$ cat src/rtl/if_pc_gen_pkg.sv
// if_pc_gen shared types: FSM states, reset PC, NOP encoding.
// Default widths for `XLEN / `INSTR_WIDTH when the core has not set them.
`ifndef XLEN
`define XLEN 32
`endif
`ifndef INSTR_WIDTH
`define INSTR_WIDTH 32
`endif

package if_pc_gen_pkg;

  typedef enum logic [1:0] {
    IF_ST_REQ  = 2'd0,
    IF_ST_WAIT = 2'd1,
    IF_ST_HOLD = 2'd2
  } if_state_e;

  localparam logic [31:0] IF_RESET_PC = 32'h0000_0000;
  localparam logic [31:0] IF_NOP      = 32'h0000_0013;

endpackage

$ cat src/rtl/if_pc_gen_if.sv
// Instruction-memory request/response channel of the fetch stage.
// One request in flight at a time; one response per accepted request.
interface if_pc_gen_if #(
  parameter int XLEN = `XLEN,
  parameter int IW   = `INSTR_WIDTH
);
  logic            req_valid;
  logic            req_ready;
  logic [XLEN-1:0] req_addr;
  logic            rsp_valid;
  logic [IW-1:0]   rsp_instr;

  modport master (
    output req_valid, req_addr,
    input  req_ready, rsp_valid, rsp_instr
  );

  modport slave (
    input  req_valid, req_addr,
    output req_ready, rsp_valid, rsp_instr
  );
endinterface

$ cat src/rtl/if_next_pc.sv
// Static next-PC predictor: jal/jalr always taken, branches per BTFN.
// Backward-taken branch prediction is enabled by IF_STATIC_BPRED_EN.
module if_next_pc
  import if_pc_gen_pkg::*;
#(
  parameter int XLEN = `XLEN
) (
  input  logic [XLEN-1:0] pc,
  input  logic            jal,
  input  logic            jalr,
  input  logic            branch,
  input  logic [XLEN-1:0] imm,
  input  logic [XLEN-1:0] rs1,
  output logic [XLEN-1:0] npc,
  output logic            taken
);

  logic br_taken;

`ifdef IF_STATIC_BPRED_EN
  assign br_taken = imm[XLEN-1];
`else
  assign br_taken = 1'b0;
`endif

  always_comb begin
    npc   = pc + XLEN'(4);
    taken = 1'b0;
    unique case (1'b1)
      jal: begin
        npc   = pc + imm;
        taken = 1'b1;
      end
      jalr: begin
        npc   = (rs1 + imm) & ~XLEN'(1);
        taken = 1'b1;
      end
      branch: begin
        if (br_taken) begin
          npc   = pc + imm;
          taken = 1'b1;
        end
      end
      default: ;
    endcase
  end

endmodule

$ cat src/rtl/if_pc_gen.sv
// Fetch PC register and REQ/WAIT/HOLD sequencer of the IF stage.
// Optional BTFN branch prediction: define IF_STATIC_BPRED_EN.
module if_pc_gen
  import if_pc_gen_pkg::*;
#(
  parameter int              XLEN     = `XLEN,
  parameter logic [XLEN-1:0] RESET_PC = XLEN'(IF_RESET_PC)
) (
  input  logic                    clk_i,
  input  logic                    rst_n_i,
  if_pc_gen_if.master             imem,
  output logic [`INSTR_WIDTH-1:0] if_instr_o,
  output logic [XLEN-1:0]         if_pc_o,
  output logic                    if_valid_o,
  input  logic                    id_ready_i,
  output logic                    if_pred_taken_o,
  input  logic                    mini_dec_jal_i,
  input  logic                    mini_dec_jalr_i,
  input  logic                    mini_dec_branch_i,
  input  logic [4:0]              mini_dec_jalr_rs1_idx_i,
  input  logic [XLEN-1:0]         mini_dec_imm_i,
  input  logic [XLEN-1:0]         jalr_rs1_rdata_i,
  input  logic                    jalr_rs1_busy_i,
  input  logic                    exu_redirect_i,
  input  logic [XLEN-1:0]         exu_redirect_pc_i
);

  if_state_e               state_q;
  logic [XLEN-1:0]         pc_q;
  logic [`INSTR_WIDTH-1:0] instr_q;
  logic                    req_vld_q;
  logic                    stale_q;
  logic [XLEN-1:0]         npc;
  logic                    taken;
  logic                    stall;
  logic                    req_fire;
  logic                    id_fire;
  logic                    rsp_lost;

  if_next_pc #(.XLEN(XLEN)) u_next_pc (
    .pc     (pc_q),
    .jal    (mini_dec_jal_i),
    .jalr   (mini_dec_jalr_i),
    .branch (mini_dec_branch_i),
    .imm    (mini_dec_imm_i),
    .rs1    (jalr_rs1_rdata_i),
    .npc    (npc),
    .taken  (taken)
  );

  // x0 is hardwired, so a busy flag on it never blocks a jalr.
  assign stall = mini_dec_jalr_i & jalr_rs1_busy_i
               & (mini_dec_jalr_rs1_idx_i != 5'd0);

  assign if_valid_o      = (state_q == IF_ST_HOLD) & ~stall;
  assign if_pred_taken_o = if_valid_o & taken;
  assign if_pc_o         = pc_q;
  assign if_instr_o      = instr_q;
  assign id_fire         = if_valid_o & id_ready_i;

  assign imem.req_valid  = req_vld_q;
  assign imem.req_addr   = pc_q;
  assign req_fire        = req_vld_q & imem.req_ready;

  // A response is owed but not arriving: it must be dropped later.
  assign rsp_lost = req_fire
                  | ((state_q == IF_ST_WAIT) & ~imem.rsp_valid);

  always_ff @(posedge clk_i or negedge rst_n_i) begin
    if (!rst_n_i) begin
      state_q   <= IF_ST_REQ;
      pc_q      <= RESET_PC;
      instr_q   <= '0;
      req_vld_q <= 1'b0;
      stale_q   <= 1'b0;
    end else if (exu_redirect_i) begin
      pc_q <= {exu_redirect_pc_i[XLEN-1:1], 1'b0};
      if (rsp_lost) begin
        state_q   <= IF_ST_WAIT;
        stale_q   <= 1'b1;
        req_vld_q <= 1'b0;
      end else begin
        state_q   <= IF_ST_REQ;
        stale_q   <= 1'b0;
        req_vld_q <= 1'b1;
      end
    end else begin
      unique case (state_q)
        IF_ST_REQ: begin
          if (req_fire) begin
            state_q   <= IF_ST_WAIT;
            req_vld_q <= 1'b0;
          end else begin
            req_vld_q <= 1'b1;
          end
        end
        IF_ST_WAIT: begin
          if (imem.rsp_valid) begin
            if (stale_q) begin
              stale_q   <= 1'b0;
              state_q   <= IF_ST_REQ;
              req_vld_q <= 1'b1;
            end else begin
              instr_q <= imem.rsp_instr;
              state_q <= IF_ST_HOLD;
            end
          end
        end
        IF_ST_HOLD: begin
          if (id_fire) begin
            pc_q      <= npc;
            state_q   <= IF_ST_REQ;
            req_vld_q <= 1'b1;
          end
        end
        default: begin
          state_q   <= IF_ST_REQ;
          req_vld_q <= 1'b1;
        end
      endcase
    end
  end

endmodule

$ cat src/flat_wrapper.sv
// flat-port wrapper written by rule: the top's interface ports become plain ports
module if_pc_gen_flat import if_pc_gen_pkg::*;
#(
  parameter int              XLEN     = `XLEN,
  parameter logic [XLEN-1:0] RESET_PC = XLEN'(IF_RESET_PC)
)
  (clk_i, rst_n_i, if_instr_o, if_pc_o, if_valid_o, id_ready_i, if_pred_taken_o, mini_dec_jal_i, mini_dec_jalr_i, mini_dec_branch_i, mini_dec_jalr_rs1_idx_i, mini_dec_imm_i, jalr_rs1_rdata_i, jalr_rs1_busy_i, exu_redirect_i, exu_redirect_pc_i, imem_req_valid, imem_req_addr, imem_req_ready, imem_rsp_valid, imem_rsp_instr);
  if_pc_gen_if #(.XLEN(XLEN)) imem_i ();
  input  logic clk_i;
  input  logic rst_n_i;
  output logic [`INSTR_WIDTH-1:0] if_instr_o;
  output logic [XLEN-1:0] if_pc_o;
  output logic if_valid_o;
  input  logic id_ready_i;
  output logic if_pred_taken_o;
  input  logic mini_dec_jal_i;
  input  logic mini_dec_jalr_i;
  input  logic mini_dec_branch_i;
  input  logic [4:0] mini_dec_jalr_rs1_idx_i;
  input  logic [XLEN-1:0] mini_dec_imm_i;
  input  logic [XLEN-1:0] jalr_rs1_rdata_i;
  input  logic jalr_rs1_busy_i;
  input  logic exu_redirect_i;
  input  logic [XLEN-1:0] exu_redirect_pc_i;
  output wire logic [$bits(imem_i.req_valid)-1:0] imem_req_valid;
  output wire logic [$bits(imem_i.req_addr)-1:0] imem_req_addr;
  input wire logic [$bits(imem_i.req_ready)-1:0] imem_req_ready;
  input wire logic [$bits(imem_i.rsp_valid)-1:0] imem_rsp_valid;
  input wire logic [$bits(imem_i.rsp_instr)-1:0] imem_rsp_instr;
  assign imem_req_valid = imem_i.req_valid;
  assign imem_req_addr = imem_i.req_addr;
  assign imem_i.req_ready = imem_req_ready;
  assign imem_i.rsp_valid = imem_rsp_valid;
  assign imem_i.rsp_instr = imem_rsp_instr;
  if_pc_gen #(.XLEN(XLEN), .RESET_PC(RESET_PC)) u_core (.clk_i(clk_i), .rst_n_i(rst_n_i), .imem(imem_i), .if_instr_o(if_instr_o), .if_pc_o(if_pc_o), .if_valid_o(if_valid_o), .id_ready_i(id_ready_i), .if_pred_taken_o(if_pred_taken_o), .mini_dec_jal_i(mini_dec_jal_i), .mini_dec_jalr_i(mini_dec_jalr_i), .mini_dec_branch_i(mini_dec_branch_i), .mini_dec_jalr_rs1_idx_i(mini_dec_jalr_rs1_idx_i), .mini_dec_imm_i(mini_dec_imm_i), .jalr_rs1_rdata_i(jalr_rs1_rdata_i), .jalr_rs1_busy_i(jalr_rs1_busy_i), .exu_redirect_i(exu_redirect_i), .exu_redirect_pc_i(exu_redirect_pc_i));
endmodule
$ cat config.mk
export PLATFORM = sky130hd
export DESIGN_NAME = if_pc_gen_flat
export DESIGN_NICKNAME = d
export VERILOG_FILES = /design/src/rtl/if_pc_gen_pkg.sv /design/src/rtl/if_pc_gen_if.sv /design/src/rtl/if_next_pc.sv /design/src/rtl/if_pc_gen.sv /design/src/flat_wrapper.sv
export SDC_FILE = /design/constraint.sdc
export NUM_CORES = 1
export LEC_CHECK = 0
export BUFFER_PORTS_ARGS = -buffer_cell sky130_fd_sc_hd__buf_2
export CAP_MARGIN = 20
export CELL_PAD_IN_SITES_DETAIL_PLACEMENT = 0
export CELL_PAD_IN_SITES_GLOBAL_PLACEMENT = 1
export CORE_MARGIN = 2
export CORE_UTILIZATION = 40
export CTS_BUF_LIST = sky130_fd_sc_hd__clkbuf_4
export CTS_CLUSTER_DIAMETER = 120
export DETAILED_ROUTE_END_ITERATION = 10
export GPL_TIMING_DRIVEN = 0
export PLACE_DENSITY = 0.95
export SETUP_SLACK_MARGIN = 0.4
export SKIP_LAST_GASP = 1
export SLEW_MARGIN = 20
export SYNTH_ARGS = -nofsm -noshare
export SYNTH_HDL_FRONTEND = slang
export SYNTH_SLANG_ARGS = --single-unit
$ cat constraint.sdc
create_clock -name clk_i -period 6.7 [get_ports clk_i]
set_input_delay 0.67 -clock clk_i [delete_from_list [all_inputs] [get_ports clk_i]]
set_output_delay 0.67 -clock clk_i [all_outputs]
set_load 0.02 [all_outputs]
-- Word-level counts from Yosys, hierarchy flattened
Cells that the tools add are included.
- bits of input ports: 143
- register bits: 68
- word-level logic and storage cells: 61
- output and inout bits: 99
- bitwise logic cells: 12
- mux-type cells: 23
- reductions and logical operators: 12
- eq/ne operators: 6
- add/sub/neg operators: 3
- operators with widths (kind ; number):
    $mux 32 ; 3
    $add 32x32->32 ; 2
    $pmux 32 s2 ; 1
    $add 32x3->32 const B ; 1
    $mux 1 ; 12
    $mux 2 ; 5
    $ne 3x2->1 const B ; 3
    $reduce_bool 2->1 ; 4
    $and 1x1->1 ; 7
    $pmux 2 s3 ; 1
    $reduce_and 3->1 ; 2
    $reduce_bool 5->1 ; 1
    $not 1->1 ; 4
    $reduce_and 2->1 ; 2
    $reduce_and 4->1 ; 1
    $ne 3x3->1 const B ; 1
    $pmux 1 s3 ; 1
    $eq 2x1->1 const B ; 1
    $eq 2x2->1 const B ; 1
    $logic_not 2->1 ; 1
    $reduce_or 2->1 ; 1
    $or 1x1->1 ; 1

-- Longest topological paths before layout
Gate-level depths: netlist (run 1).
- depth in word-level cells: 8
- depth in mapped cells: 11
- gate-level depth less buffers: 11

-- Modules after synthesis
A second synthesis (run 1) with hierarchy kept.
- cells, all modules: 865
- area, all modules: 7713.6 sq um
- by module, submodules not included (module ; times used ; area each (sq um) ; cells each ; seq. area each (sq um)):
    if_next_pc ; 1 ; 4299.1 ; 627 ; 0.0
    if_pc_gen ; 1 ; 3414.5 ; 238 ; 1701.6

-- Worst setup path after synthesis (run 1)
OpenSTA, ideal clock, no wires.
- kind: in2reg
- from: input mini_dec_imm_i[0]
- to: register u_core.pc_q[18] (netlist: u_core.if_pc_o[18])
- stages on the path: 11
- library setup time: 0.134 ns
- path slack: 3.726 ns
- buffers on the path: 0
- arrival time: 2.840 ns
- required time: 6.566 ns
- path through: ha_1 inv_1 fa_1 nand2b_1 a21oi_1 o31a_1 a41oi_2 o21ai_1 mux2_1 a221oi_1 o31ai_1
- cells in the longest elaborated chain, start to end: 5
- elaborated cells on any way between the ends: 6
- those cells by class: add/sub: 2; mux: 4
- ends and longest elaborated chain (what ; line ; text):
    start: declaration ; flat_wrapper.sv:20 ; input logic [XLEN-1:0] mini_dec_imm_i;
    $add 32x32->32, on equally long branches ; -- ;
    $pmux 32 s2 * ; if_next_pc.sv:29 ; unique case (1'b1)
    $mux 32 * ; if_pc_gen.sv:110 ; if (id_fire) begin
    $mux 32 * ; if_pc_gen.sv:88 ; unique case (state_q)
    $mux 32 * ; if_pc_gen.sv:76 ; end else if (exu_redirect_i) begin
    end signal: assignment ; if_pc_gen.sv:77 ; pc_q <= {exu_redirect_pc_i[XLEN-1:1], 1'b0};
    end signal: assignment ; if_pc_gen.sv:111 ; pc_q <= npc;
    end: declaration ; if_pc_gen.sv:29 ; logic [XLEN-1:0] pc_q;
Every way passes the cells marked *; elsewhere a longest branch is shown, timed or not. The select of a mux whose other input is x is not followed.
A chain may end at the register's enable or synchronous reset.

-- Final worst setup path (run 1)
- from: input mini_dec_jalr_i
- to: output if_pred_taken_o
- cells in the longest elaborated chain, start to end: 5
- elaborated cells on any way between the ends: 7
- those cells by class: mux: 1; bitwise: 5; reduce/logical: 1
- ends and longest elaborated chain (what ; line ; text):
    start: declaration ; flat_wrapper.sv:17 ; input logic mini_dec_jalr_i;
    $and 1x1->1 ; if_pc_gen.sv:52 ; assign stall = mini_dec_jalr_i & jalr_rs1_busy_i
    $and 1x1->1 ; if_pc_gen.sv:53 ; & (mini_dec_jalr_rs1_idx_i != 5'd0);
    $not 1->1 ; if_pc_gen.sv:55 ; assign if_valid_o = (state_q == IF_ST_HOLD) & ~stall;
    $and 1x1->1 ; if_pc_gen.sv:55 ;
    $and 1x1->1 * ; if_pc_gen.sv:56 ; assign if_pred_taken_o = if_valid_o & taken;
    end: declaration ; flat_wrapper.sv:15 ; output logic if_pred_taken_o;
Every way passes the cells marked *; elsewhere a longest branch is shown, timed or not.

==> results of run 1 <==
-- worst paths after layout --
path	from	endpoint	slack, ns
min reg2reg	u_core.if_instr_o[31]$_DFFE_PN0P_	u_core.if_instr_o[31]$_DFFE_PN0P_	0.52
max in group asynchronous	rst_n_i	u_core.if_instr_o[28]$_DFFE_PN0P_	5.96
max reg2reg	u_core.if_pc_o[0]$_DFFE_PN0P_	u_core.if_pc_o[18]$_DFFE_PN0P_	3.42
min in group clk_i	exu_redirect_pc_i[12]	u_core.if_pc_o[12]$_DFFE_PN0P_	0.40
min	rst_n_i	u_core.if_pc_o[25]$_DFFE_PN0P_	0.13
max	mini_dec_jalr_i	if_pred_taken_o	2.88
-- where the power goes --
| part | switching (mW) | leakage [nW] | total (mW) | internal (mW) |
|---|---|---|---|---|
| clock network | 0.200 | 0.0751 | 0.319 | 0.119 |
| logic | 0.730 | 3.50 | 1.24 | 0.506 |
| registers | 0.125 | 0.815 | 0.665 | 0.540 |
| total | 1.06 | 4.39 | 2.22 | 1.17 |
-- state kept, by name, indices dropped and copies added, names as in the netlist --
name,flops
u_core.if_instr_o,32
u_core.if_pc_o,32
u_core.state_q,2
u_core.imem.req_valid,1
u_core.stale_q,1
-- metrics by stage --
step / total power, mW / hold WS [ns] / util [%] / worst slack, ns
after floorplan: 1.48 / 0.374 / - / 3.73
after global placement: 1.87 / 0.482 / 49.1 / 2.83
after detailed placement: 1.89 / 0.487 / 49.2 / 2.92
after CTS: 2.21 / 0.121 / 50.0 / 2.91
after global routing: 2.36 / 0.139 / 50.0 / 2.79
final: 2.22 / 0.128 / 50.0 / 2.88
-- kinds of logic (layout without fill, tap and decap cells) --
kind of cell               Yosys count  after routing  share of synthesized area [%]
and+or+nand+nor                    313            313                           20.4
buffers and inverters               98            353                           6.53
muxes                               40             40                           5.69
xor gates and xnor gates            65             65                           7.34
AOI/OAI and AO/OA                  312            312                           27.6
DFF                                 68             68                           21.9
adders and majority gates           64             64                           10.5
-- cells in the final DEF, fill, tap and decap left out, types with 6 or more instances in the layout --
cell                       count
sky130_fd_sc_hd__clkbuf_1     34
sky130_fd_sc_hd__mux2i_1       7
sky130_fd_sc_hd__a21boi_0      8
sky130_fd_sc_hd__o21ai_1      10
sky130_fd_sc_hd__buf_4        34
sky130_fd_sc_hd__ha_1         62
sky130_fd_sc_hd__a21o_1       28
sky130_fd_sc_hd__and2_1       10
sky130_fd_sc_hd__o211ai_1      8
sky130_fd_sc_hd__nand4_1      22
sky130_fd_sc_hd__nor2_1       68
sky130_fd_sc_hd__inv_1        18
sky130_fd_sc_hd__dfrtp_1      68
sky130_fd_sc_hd__clkbuf_4      9
sky130_fd_sc_hd__nand2_1      93
sky130_fd_sc_hd__o31ai_1      11
sky130_fd_sc_hd__xor2_1       29
sky130_fd_sc_hd__nand3_1      25
sky130_fd_sc_hd__nand2b_1     10
sky130_fd_sc_hd__and4_1        6
sky130_fd_sc_hd__and3_1       16
sky130_fd_sc_hd__o21a_1       12
sky130_fd_sc_hd__xnor2_1      36
sky130_fd_sc_hd__a221oi_1     14
sky130_fd_sc_hd__o221ai_1      6
sky130_fd_sc_hd__a31o_2        6
sky130_fd_sc_hd__buf_2       248
sky130_fd_sc_hd__a21oi_1      78
sky130_fd_sc_hd__a31oi_1      12
sky130_fd_sc_hd__nor3_1       27
sky130_fd_sc_hd__nor2b_1      11
sky130_fd_sc_hd__o21ai_0      54
sky130_fd_sc_hd__a211oi_1      6
sky130_fd_sc_hd__mux2_2       32
-- cell type report --
| type | instances | share of cell area [%] |
|---|---|---|
| buffer | 79 | 4.61 |
| inverter | 19 | 0.755 |
| clock buffer | 9 | 0.715 |
| clock inverter | 7 | 0.874 |
| sequential | 68 | 18.0 |
| tap | 260 | 3.44 |
| multi-input combinational | 794 | 58.7 |
| timing repair buffer | 239 | 12.8 |
-- routing by layer --
| layer | global-route usage (%) | vias up | wire length, µm |
|---|---|---|---|
| met5 | 0 | - | 0 |
| met3 | 4.96 | 48 | 2600 |
| met4 | 7.89 | 0 | 627 |
| met1 | 39.1 | 4081 | 13100 |
| met2 | 46.2 | 437 | 13500 |
| li1 | - | 4072 | - |
==> results.md, run 1 <==
Clock tree:
- The clock latency of the later-clocked register in the worst-skew pair is 0.48 ns.
- The cell chosen for the clock root is sky130_fd_sc_hd__clkbuf_4.
- The clock drives 68 sinks.
- The clock slew at the register clock pins of the worst setup and hold paths is ~0.15 ns.
- The number of clock buffers added by TritonCTS is 9.
- TritonCTS built the clock tree.
- Once the clock tree was built, the resizer swapped 0 gates to a different size.
- The number of setup buffers added after CTS is 0.
- The count of hold buffers inserted by post-cts repair is 0.
- The number of levels in the clock H-tree is 3.
- The number of buffers on the longest clock path is 2.

Logic synthesis:
- During synthesis, Yosys emitted a total of 0 warnings.
- The post-synth net total is between 1000 and 1500.
- By count the netlist is led by sky130_fd_sc_hd__nand2_1 (93), sky130_fd_sc_hd__a21oi_1 (78), sky130_fd_sc_hd__dfrtp_1 (68), sky130_fd_sc_hd__nor2_1 (68), sky130_fd_sc_hd__ha_1 (62).
- The most used standard cell by instance count after synthesis is sky130_fd_sc_hd__nand2_1.
- The top flip-flop cell by instance count after synthesis is sky130_fd_sc_hd__dfrtp_1.
- The number of different library cells in the post-synthesis netlist is 86.
- The number of instances in the synthesized netlist is between 900 and 1000.
- The proportion of netlist area held by the largest area contributor is a little over a fifth.
- The share of the Yosys chip area taken by registers is a little over a fifth.
- Averaged over all synthesized cells, the footprint is ~8.1 µm².
- In this run, synthesis produced a sequential element count of just under 70.
- Counting flops with a built-in enable in the synthesized netlist gives 0.
- The post-synthesis instance area is 0.00776 mm².
- Sorting the synthesized cells by area gives the leading types as sky130_fd_sc_hd__dfrtp_1 (22%), sky130_fd_sc_hd__ha_1 (10%), sky130_fd_sc_hd__a21oi_1 (5.0%).
- The share of synthesized registers carrying an async set or reset is 100%.
- sky130_fd_sc_hd__dfrtp_1 takes more of the synthesized area than any other cell.

Global route:
- Summed over all layers, the global routing overflow is 0.
- The number of antenna violations at the first check in global routing was 0.
- The first-pass GRT wire length is roughly 45 mm.
- Entering global routing, the biggest net connects 39 pins.
- For this run, the total global-route usage over all layers was measured as 28.5%.
- The via count of the first global-routing pass is 7965.

Layout:
- After the last flow step, the layout net total stands at 1417.
- The post-route cell area is 0.00945 mm².
- The number of fill cells in the layout is 1912.
- The final antenna diode count is 0.
- Once layout is complete, the cells apart from fillers number between 1000 and 1500.
- The flip-flop and latch area is 0.00170 mm².
- The multi-input combinational cells in the finished layout cover a total of about 0.0055 mm².
- Relative to the synthesized area, the layout overhead comes to 21.8%.
- Of the cells placed in the final design, the portion with a size suffix greater than 1 is 29.8%.

Timing:
- The final setup violation count is 0.
- Setup repair after global routing left no endpoint under its margin.
- After layout, the worst path uses 57.0% of the clock period.
- Measured against its own limit, the worst slew margin works out to 39.1%.
- Subtracting the final worst setup slack from the clock period gives 3.82 ns.
- The pin slew with the least headroom to its limit is 0.914 ns.
- The setup clock skew after layout is 0.0337 ns.
- The highest clock rate is 262 MHz.
- Setup total negative slack on the finished layout was measured at 0 ns.
- The max-slew violation total from the final report is 0.
- The number of hold-slack violations in the final timing report is 0.

Worst setup path:
- The required time of the worst setup path is 6.03 ns.
- The critical path runs through a total of 6 cells.
- The worst-case reg-to-reg path depth is 11.
- The number of buffer and inverter instances along the worst setup path is 4.
- For this run, the slowest stage of the critical path takes 0.63 ns.
- The setup path with the least slack is of type input pin to output pin.
- The worst setup path is captured at an output pin.
- Data arrives at the worst endpoint at ~3.2 ns.
- The most prevalent standard cell on the critical path is sky130_fd_sc_hd__clkbuf_1.
- The critical-path maximum fanout is 10.
- The slowest stage of the critical path belongs to the cell sky130_fd_sc_hd__clkinv_1.
- In this design, the largest share of critical-path delay is due to buffers and inverters.
- Walking the worst path, the cells encountered are clkbuf_1 > clkinv_1 > nand2_1 > clkbuf_1 > and3_1 > buf_2.
- STA classifies the critical path startpoint as an input pin.

Detailed routing:
- The mean routed wirelength per cell is between 20 and 25 µm.
- The count of nets left with antenna violations once routing finished came out at 0.
- The aggregate routed wire length is 29.8 mm.
- The detail-routed via count per cell is 5.86.
- The number of iterations in the first detailed-routing pass is 7.
- For this run, design rule violations remaining after detail routing come to 0.
- The count of vias placed by the detailed router is 8638.
- The DRC marker count from the first detailed-route iteration is approximately 670.

Die:
- From left edge to right edge, the die measures 143 µm.
- The initial utilization of the core area, before any placement, comes to 41.1%.
- Measured along the y axis, the die boundary spans approximately 140 µm.
- The top-level port count is 242.
- After floorplanning, the core was divided into 50 placement rows.
- The area enclosed by the die boundary is 0.0205 mm².
- The floorplan step defined a core boundary enclosing 0.0189 mm².

Place:
- The total placed instance area is around 0.0093 mm².
- In this run, placement finished with an instance count of between 1000 and 1500.
- At the end of routability-driven placement, the weighted congestion stood at ~0.93.
- Port buffering added 238 buffers.
- The detailed placer's ending HPWL is around 23 mm.

Worst hold path:
- The class of the most critical hold timing path is input pin to asynchronous set/reset pin.

Pwr:
- The leakage power is 4.39 nW.
- The areal power density over the cells is 235 mW/mm².
- The peak supply drop is between 200 and 250 µV.

Run status:
- The run finished with clean final reports.

Job:
- Max-cap violations in this run came to 0.
Note: power is estimated with default switching activity, not from simulation.
==> inputs of run 2 (changes only) <==
Settings changed: CORE_UTILIZATION 40 to 35, PLACE_DENSITY 0.95 to 0.9.
Clock period 6.7 ns to 3.1 ns, I/O delays scaled along.
==> results.md, run 2 (synthesized netlist as in run 1, its figures left out) <==
Detailed routing:
- The mean routed wirelength per cell came to 20.4 µm (was 20.2 µm).
- The detail-routed via count per cell was 5.71 (was 5.86).
- The count of vias placed by the detailed router is 8615 (was 8638).
- The met3 wire length was 2.72 mm (was 2.60 mm).
- The met2 wire length is 14.3 mm (was 13.5 mm).
- The number of iterations in the first detailed-routing pass is 5 (was 7).
- The length of routed wiring on met1 is 13.1 mm (about the same).
- The residual DRC count is 0 (unchanged).
- The highest routed metal layer is met5 (was met4).
- The DRC marker count from the first detailed-route iteration is 653 (was 665).
- The aggregate routed wire length is 30.7 mm (was 29.8 mm).
- The final antenna-violating net count is 0 (unchanged).

Global route:
- The global route total overflow came to 0 (unchanged).
- The global router's overall resource usage is 25.2% (was 28.5%).
- The pin count of the biggest net entering global routing came to 37 (was 39).
- The via count of the first global-routing pass is 8137 (was 7965).
- The number of antenna violations at the first check in global routing came to 5 (was 0).
- The first-pass GRT wire length is 46.3 mm (was 44.5 mm).

Die:
- The top-level port count is 242 (unchanged).
- The row count came to 54 (was 50).
- The die extent in y is 153 µm (was 143 µm).
- The width of the die is 153 µm (was 143 µm).
- The area enclosed by the die boundary is 0.0234 mm² (was 0.0205 mm²).
- The initial core utilization came to 35.7% (was 41.1%).
- The floorplan core area is 0.0218 mm² (was 0.0189 mm²).

Worst setup path:
- The startpoint kind of the worst setup timing path was a flip-flop (was input pin).
- The standard cell with the maximum stage delay on the critical path is sky130_fd_sc_hd__dfrtp_2 (was sky130_fd_sc_hd__clkinv_1).
- The nature of the critical path endpoint is a flip-flop (was output pin).
- The delay of the slowest cell on the worst path came to 0.41 ns (was 0.63 ns).
- The number of buffer and inverter instances along the worst setup path is 1 (was 4).
- The critical-path maximum fanout is 3 (was 10).
- The launching point of the worst reg2reg path is u_core.if_pc_o[0]$_DFFE_PN0P_ (unchanged).
- Cell breakdown of the critical path: ha_4 > inv_2 > fa_2 > nand2b_4 > a21oi_2 > o31a_1 > a41oi_2 > o21ai_2 > mux2_4 > a221oi_2 > o31ai_1 (was clkbuf_1 > clkinv_1 > nand2_1 > clkbuf_1 > and3_1 > buf_2).
- The worst path arrival time is 3.04 ns (was 3.15 ns).
- The required time of the worst setup path was 3.42 ns (was 6.03 ns).
- The kind of cell adding the most delay to the critical path is compound AO/OA/AOI/OAI gates (was buffers and inverters).
- The beginning of the critical path is u_core.if_pc_o[0]$_DFFE_PN0P_ (was mini_dec_jalr_i).
- The kind of critical path is flip-flop to flip-flop (was input pin to output pin).

Clock tree:
- The number of buffers on the longest clock path is 2 (unchanged).
- The number of levels in the clock H-tree is 3 (unchanged).
- The clock tree from TritonCTS is yes (unchanged).
- The total clock buffers created by CTS is 9 (unchanged).
- The number of clock sinks was 68 (unchanged).
- The clock slew at the register clock pins of the worst setup and hold paths is 0.14 ns (was 0.15 ns).
- The cell chosen for the clock root is sky130_fd_sc_hd__clkbuf_4 (unchanged).
- The clock latency of the later-clocked register in the worst-skew pair is 0.48 ns (about the same).

Timing:
- The setup clock skew after layout is 0.0323 ns (was 0.0337 ns).
- The period utilization is 87.9%.
- The final setup violation count is 0 (unchanged).
- Setup repair after global routing missed its margin: yes (was no).
- The max-slew violation total from the final report is 0 (unchanged).
- The worst slew slack as a fraction of its limit came to 39.8% (was 39.1%).
- The number of hold-slack violations in the final timing report is 0 (unchanged).
- The highest clock rate is ~370 MHz.
- The worst path needs ~2.7 ns of the cycle, external delays included.
- The pin slew with the least headroom to its limit is 0.902 ns (was 0.914 ns).

Layout:
- The post-route cell area is 0.00975 mm² (was 0.00945 mm²).
- The area growth from synthesis to final layout is 25.7% (was 21.8%).
- The leading cell type in the layout, fill and taps excluded is sky130_fd_sc_hd__buf_2 (unchanged).
- The net count reported at finish is 1428 (was 1417).
- The fraction of final layout cells sized beyond drive strength 1 was 34.1% (was 29.8%).
- The utilization of the core after routing is 44.8% (was 50.0%).
- Most used cells in the layout excluding fill and tap cells: sky130_fd_sc_hd__buf_2 (248), sky130_fd_sc_hd__nand2_1 (93), sky130_fd_sc_hd__a21oi_1 (71), sky130_fd_sc_hd__nor2_1 (68), sky130_fd_sc_hd__ha_1 (59) (was sky130_fd_sc_hd__buf_2 (248), sky130_fd_sc_hd__nand2_1 (93), sky130_fd_sc_hd__a21oi_1 (78), sky130_fd_sc_hd__nor2_1 (68), sky130_fd_sc_hd__dfrtp_1 (68)).

Job:
- The number of violations of the max-capacitance limit was 0 (unchanged).

Worst hold path:
- The class of the most critical hold timing path is input pin to flip-flop (was input pin to asynchronous set/reset pin).
- The worst hold path begins at exu_redirect_pc_i[12].

Place:
- The count of input and output buffers is 238 (unchanged).
- The total placed instance area is 0.00933 mm² (was 0.00930 mm²).
- The global placer's final weighted congestion is 0.922 (was 0.926).
- The detailed placer's ending HPWL came to 23.8 mm (was 23.3 mm).

Pwr:
- The leakage power is 4.47 nW (was 4.39 nW).
- The areal power density over the cells was 498 mW/mm² (was 235 mW/mm²).
- The peak supply drop is 478 µV (was 241 µV).

Run status:
- Run status: finished clean (unchanged).
[run 2: cell count changes in the layout (fill, tap and decap cells not counted), moves of 3 or more]
cell / delta
sky130_fd_sc_hd__a221oi_1: -5
sky130_fd_sc_hd__clkinv_2: +4
sky130_fd_sc_hd__a21oi_2: +6
sky130_fd_sc_hd__a21oi_1: -7
sky130_fd_sc_hd__dfrtp_1: -15
sky130_fd_sc_hd__a221oi_2: +5
sky130_fd_sc_hd__diode_2: +3
sky130_fd_sc_hd__buf_4: +9
sky130_fd_sc_hd__ha_1: -3
sky130_fd_sc_hd__dfrtp_2: +15
[run 2: cell type report]
type                       instances  area, µm²
buffer                            79        438
tap                              280        350
sequential                        68       1720
clock inverter                     7       66.3
fill                            2270      12000
multi-input combinational        794       5730
antenna                            3       7.51
inverter                          19       72.6
clock buffer                       9       67.6
timing repair buffer             250       1300
[run 2: per-layer routing]
layer / vias up / GRT usage [%]
met1: 4033 / 33.2
li1: 4076 / -
met4: 4 / 6.92
met2: 446 / 42.0
met3: 56 / 5.36
met5: - / 0
[run 2: timing repair]
action	CTS	global route
setup buffers	7	3
pin swaps	5	22
hold endpoints to repair	32	0
gates resized for setup	20	30
hold buffers	1	0
setup endpoints to repair	18	16
[run 2: tightest hold or removal path, cell delays in order]
cell	delay [ns]
sky130_fd_sc_hd__buf_2	0.08
sky130_fd_sc_hd__nand2_1	0.05
sky130_fd_sc_hd__o31ai_1	0.05
[run 2: worst paths after layout]
path,to,slack (ns),cells after the start
setup / recovery,u_core.if_pc_o[18]$_DFFE_PN0P_,0.38,11
setup reg to reg,u_core.if_pc_o[18]$_DFFE_PN0P_,0.38,11
max in group asynchronous,u_core.if_pc_o[1]$_DFFE_PN0P_,2.16,3
min in group asynchronous,u_core.if_pc_o[22]$_DFFE_PN0P_,0.33,2
hold / removal,u_core.if_pc_o[12]$_DFFE_PN0P_,0.04,3
hold reg to reg,u_core.if_instr_o[8]$_DFFE_PN0P_,0.52,1
[run 2: stage by stage]
stage / total power [mW] / setup WS, ns / hold slack [ns] / cells / TNS [ns]
after floorplan: 3.21 / 0.406 / 0.0144 / 960 / 0
after global placement: 4.05 / -0.104 / 0.483 / 1478 / -0.413
after detailed placement: 4.11 / -0.151 / 0.318 / 1479 / -0.416
after CTS: 4.79 / 0.351 / 0.0427 / 1503 / 0
after global routing: 5.17 / 0.242 / 0.0451 / 1508 / 0
final: 4.86 / 0.375 / 0.0447 / 1509 / 0
[run 2: report_power, final]
part	switching [mW]	leakage, nW	total, mW	internal, mW
Combinational	1.64	3.60	2.79	1.15
Clock	0.390	0.0775	0.633	0.243
Sequential	0.270	0.798	1.44	1.17
==> inputs of run 3 (changes only) <==
Settings changed: BUFFER_PORTS_ARGS -buffer_cell sky130_fd_sc_hd__buf_2 to not set, CORE_UTILIZATION 35 to 40, DONT_BUFFER_PORTS set to 1, PLACE_DENSITY 0.9 to 0.85.
==> results.md, run 3 (synthesized netlist as in run 1, its figures left out) <==
Worst setup path:
- The required time of the worst setup path is 3.48 ns (was 3.42 ns).
- The worst-case reg-to-reg path depth was 12 (was 11).
- The critical-path maximum fanout is 5 (was 3).
- The standard cell with the maximum stage delay on the critical path is sky130_fd_sc_hd__dfrtp_2 (unchanged).
- The startpoint kind of the worst setup timing path was a flip-flop (unchanged).
- The reg2reg setup slack came to 0.26 ns (was 0.38 ns).
- The end of the worst register-to-register path is u_core.if_pc_o[22]$_DFFE_PN0P_ (was u_core.if_pc_o[18]$_DFFE_PN0P_).
- The worst path arrival time was 3.22 ns (was 3.04 ns).
- The delay of the slowest cell on the worst path came to 0.50 ns (was 0.41 ns).
- Cell breakdown of the critical path: ha_4 > inv_2 > fa_2 > nand2b_4 > a21oi_2 > o31a_1 > buf_4 > a21o_4 > nand4_1 > and4_1 > o21a_1 > o31a_1 (was ha_4 > inv_2 > fa_2 > nand2b_4 > a21oi_2 > o31a_1 > a41oi_2 > o21ai_2 > mux2_4 > a221oi_2 > o31ai_1).
- The kind of critical path is flip-flop to flip-flop (unchanged).
- The launching point of the worst reg2reg path was u_core.if_pc_o[0]$_DFFE_PN0P_ (unchanged).
- The most prevalent standard cell on the critical path is sky130_fd_sc_hd__o31a_1.
- The beginning of the critical path is u_core.if_pc_o[0]$_DFFE_PN0P_ (unchanged).
- The nature of the critical path endpoint was a flip-flop (unchanged).

Timing:
- The setup clock skew after layout is 0.0241 ns (was 0.0323 ns).
- The period utilization is 91.7% (was 87.9%).
- The post-route worst setup slack is 0.257 ns (was 0.375 ns).
- The pin slew with the least headroom to its limit was 0.889 ns (was 0.902 ns).
- The post-route worst hold slack is 0.0164 ns (was 0.0447 ns).
- The highest clock rate is 352 MHz (was 367 MHz).
- The final critical-path required period is 2.84 ns (was 2.72 ns).
- The final setup violation count is 0 (unchanged).
- Setup repair after global routing missed its margin: yes (unchanged).
- The number of hold-slack violations in the final timing report was 0 (unchanged).
- The worst slew slack as a fraction of its limit is 40.7% (was 39.8%).
- The max-slew violation total from the final report is 0 (unchanged).

Layout:
- The net count reported at finish is 1238 (was 1428).
- The leading cell type in the layout, fill and taps excluded is sky130_fd_sc_hd__nand2_1 (was sky130_fd_sc_hd__buf_2).
- Most used cells in the layout excluding fill and tap cells: sky130_fd_sc_hd__nand2_1 (93), sky130_fd_sc_hd__a21oi_1 (69), sky130_fd_sc_hd__nor2_1 (68), sky130_fd_sc_hd__ha_1 (59), sky130_fd_sc_hd__o21ai_0 (52) (was sky130_fd_sc_hd__buf_2 (248), sky130_fd_sc_hd__nand2_1 (93), sky130_fd_sc_hd__a21oi_1 (71), sky130_fd_sc_hd__nor2_1 (68), sky130_fd_sc_hd__ha_1 (59)).
- The fraction of final layout cells sized beyond drive strength 1 came to 18.2% (was 34.1%).
- The utilization of the core after routing is 48.1% (was 44.8%).
- The number of fill cells in the layout is 1859 (was 2270).
- The area growth from synthesis to final layout was 17.1% (was 25.7%).
- The final standard cell count with taps included and fillers excluded is 1297 (was 1509).

Die:
- The area enclosed by the die boundary is 0.0205 mm² (was 0.0234 mm²).
- The initial core utilization is 41.1% (was 35.7%).
- The width of the die is 143 µm (was 153 µm).
- The top-level port count is 242 (unchanged).
- The die extent in y is 143 µm (was 153 µm).
- The floorplan core area is 0.0189 mm² (was 0.0218 mm²).
- The row count is 50 (was 54).

Global route:
- The first-pass GRT wire length is 45.1 mm (was 46.3 mm).
- The global router's overall resource usage is 29.0% (was 25.2%).
- The pin count of the biggest net entering global routing is 69 (was 37).
- The number of antenna violations at the first check in global routing was 2 (was 5).
- The global route total overflow is 0 (unchanged).
- The via count of the first global-routing pass is 7798 (was 8137).

Pwr:
- The areal power density over the cells is 512 mW/mm² (was 498 mW/mm²).
- The leakage power is 3.73 nW (was 4.47 nW).
- The peak supply drop is 461 µV (was 478 µV).

Clock tree:
- The clock slew at the register clock pins of the worst setup and hold paths is 0.15 ns (was 0.14 ns).
- The number of clock sinks is 68 (unchanged).
- The total clock buffers created by CTS was 9 (unchanged).
- The number of buffers on the longest clock path is 2 (unchanged).
- The clock latency of the later-clocked register in the worst-skew pair is 0.47 ns (was 0.48 ns).
- The number of levels in the clock H-tree came to 3 (unchanged).
- The cell chosen for the clock root was sky130_fd_sc_hd__clkbuf_4 (unchanged).
- The clock tree from TritonCTS was yes (unchanged).

Place:
- The detailed placer's ending HPWL is 22.7 mm (was 23.8 mm).
- The global placer's final weighted congestion is 0.940 (was 0.922).
- The count of input and output buffers is 0 (was 238).
- The number of placed instances, taps included is 1220 (was 1479).
- The pre-CTS worst setup slack is -0.263 ns (was -0.151 ns).

Detailed routing:
- The count of vias placed by the detailed router is 7954 (was 8615).
- The final antenna-violating net count is 0 (unchanged).
- The number of iterations in the first detailed-routing pass was 6 (was 5).
- The detail-routed via count per cell came to 6.13 (was 5.71).
- The aggregate routed wire length is 30.2 mm (was 30.7 mm).
- The DRC marker count from the first detailed-route iteration came to 538 (was 653).
- The residual DRC count is 0 (unchanged).
- The mean routed wirelength per cell is 23.3 µm (was 20.4 µm).

Job:
- The number of violations of the max-capacitance limit is 0 (unchanged).

Worst hold path:
- The capture endpoint of the worst hold path was u_core.if_pc_o[19]$_DFFE_PN0P_ (was u_core.if_pc_o[12]$_DFFE_PN0P_).
- The class of the most critical hold timing path is input pin to flip-flop (unchanged).
- The hold path depth is 2 (was 3).
- The worst min-delay path startpoint was exu_redirect_pc_i[19] (was exu_redirect_pc_i[12]).

Run status:
- Run status: finished clean (unchanged).
==> run 3: changes by cell type in the layout (fill, tap and decap cells not counted), moves of 3 or more <==
cell | before | now
sky130_fd_sc_hd__a21oi_4 | 1 | 4
sky130_fd_sc_hd__buf_2 | 248 | 11
sky130_fd_sc_hd__dfrtp_2 | 15 | 21
sky130_fd_sc_hd__dfrtp_1 | 53 | 47
sky130_fd_sc_hd__dlygate4sd3_1 | 1 | 50
==> run 3: area by class of cell <==
class / instances / area [µm²] / share of cell area [%]
multi-input combinational: 794 / 5760 / 63.4
sequential: 68 / 1730 / 19.0
timing repair buffer: 60 / 592 / 6.52
buffer: 79 / 440 / 4.85
tap: 260 / 325 / 3.58
clock inverter: 7 / 98.8 / 1.09
inverter: 19 / 72.6 / 0.799
clock buffer: 9 / 67.6 / 0.744
antenna: 1 / 2.50 / 0.0276
==> run 3: critical path, delay by kind of cell (launching register included) <==
family,cells,cell delay (ns)
adders and majority gates,2,0.52
and+or+nand+nor,3,0.49
AOI/OAI and AO/OA,5,1.02
DFF,1,0.50
buffers and inverters,2,0.21
==> run 3: worst max path at each step <==
stage	to	slack (ns)
2_1_floorplan	u_core.if_pc_o[18]$_DFFE_PN0P_	0.41
3_3_place_gp	u_core.if_pc_o[31]$_DFFE_PN0P_	-0.29
3_5_place_dp	u_core.if_pc_o[31]$_DFFE_PN0P_	-0.26
4_1_cts	u_core.if_pc_o[18]$_DFFE_PN0P_	0.29
5_1_grt	u_core.if_pc_o[18]$_DFFE_PN0P_	0.13
6_report	u_core.if_pc_o[22]$_DFFE_PN0P_	0.26
==> run 3: repair_timing <==
item,CTS,global route
hold endpoints to repair,117,0
setup buffers,5,4
hold buffers,51,0
gates resized for setup,38,28
setup endpoints to repair,23,17
pin swaps,13,16
==> run 3: metrics by stage <==
step | area, µm² | setup TNS [ns] | total power [mW]
finish | 9080 | 0 | 4.65
global route | 9080 | 0 | 4.92
CTS | 8960 | 0 | 4.56
detailed placement | 8100 | -1.83 | 3.69
global placement | 8100 | -2.02 | 3.65
floorplan | 7770 | 0 | 3.21
==> run 3: layer usage <==
layer	part of all wire, %	global-route usage (%)
met5	0	0
met4	2.4	8.20
met3	9.7	5.90
met2	46	47.1
met1	42	39.2
==> run 3: where the power goes <==
part           internal, mW  switching [mW]
clock network         0.331           0.401
registers              1.17           0.692
logic                 0.919            1.13
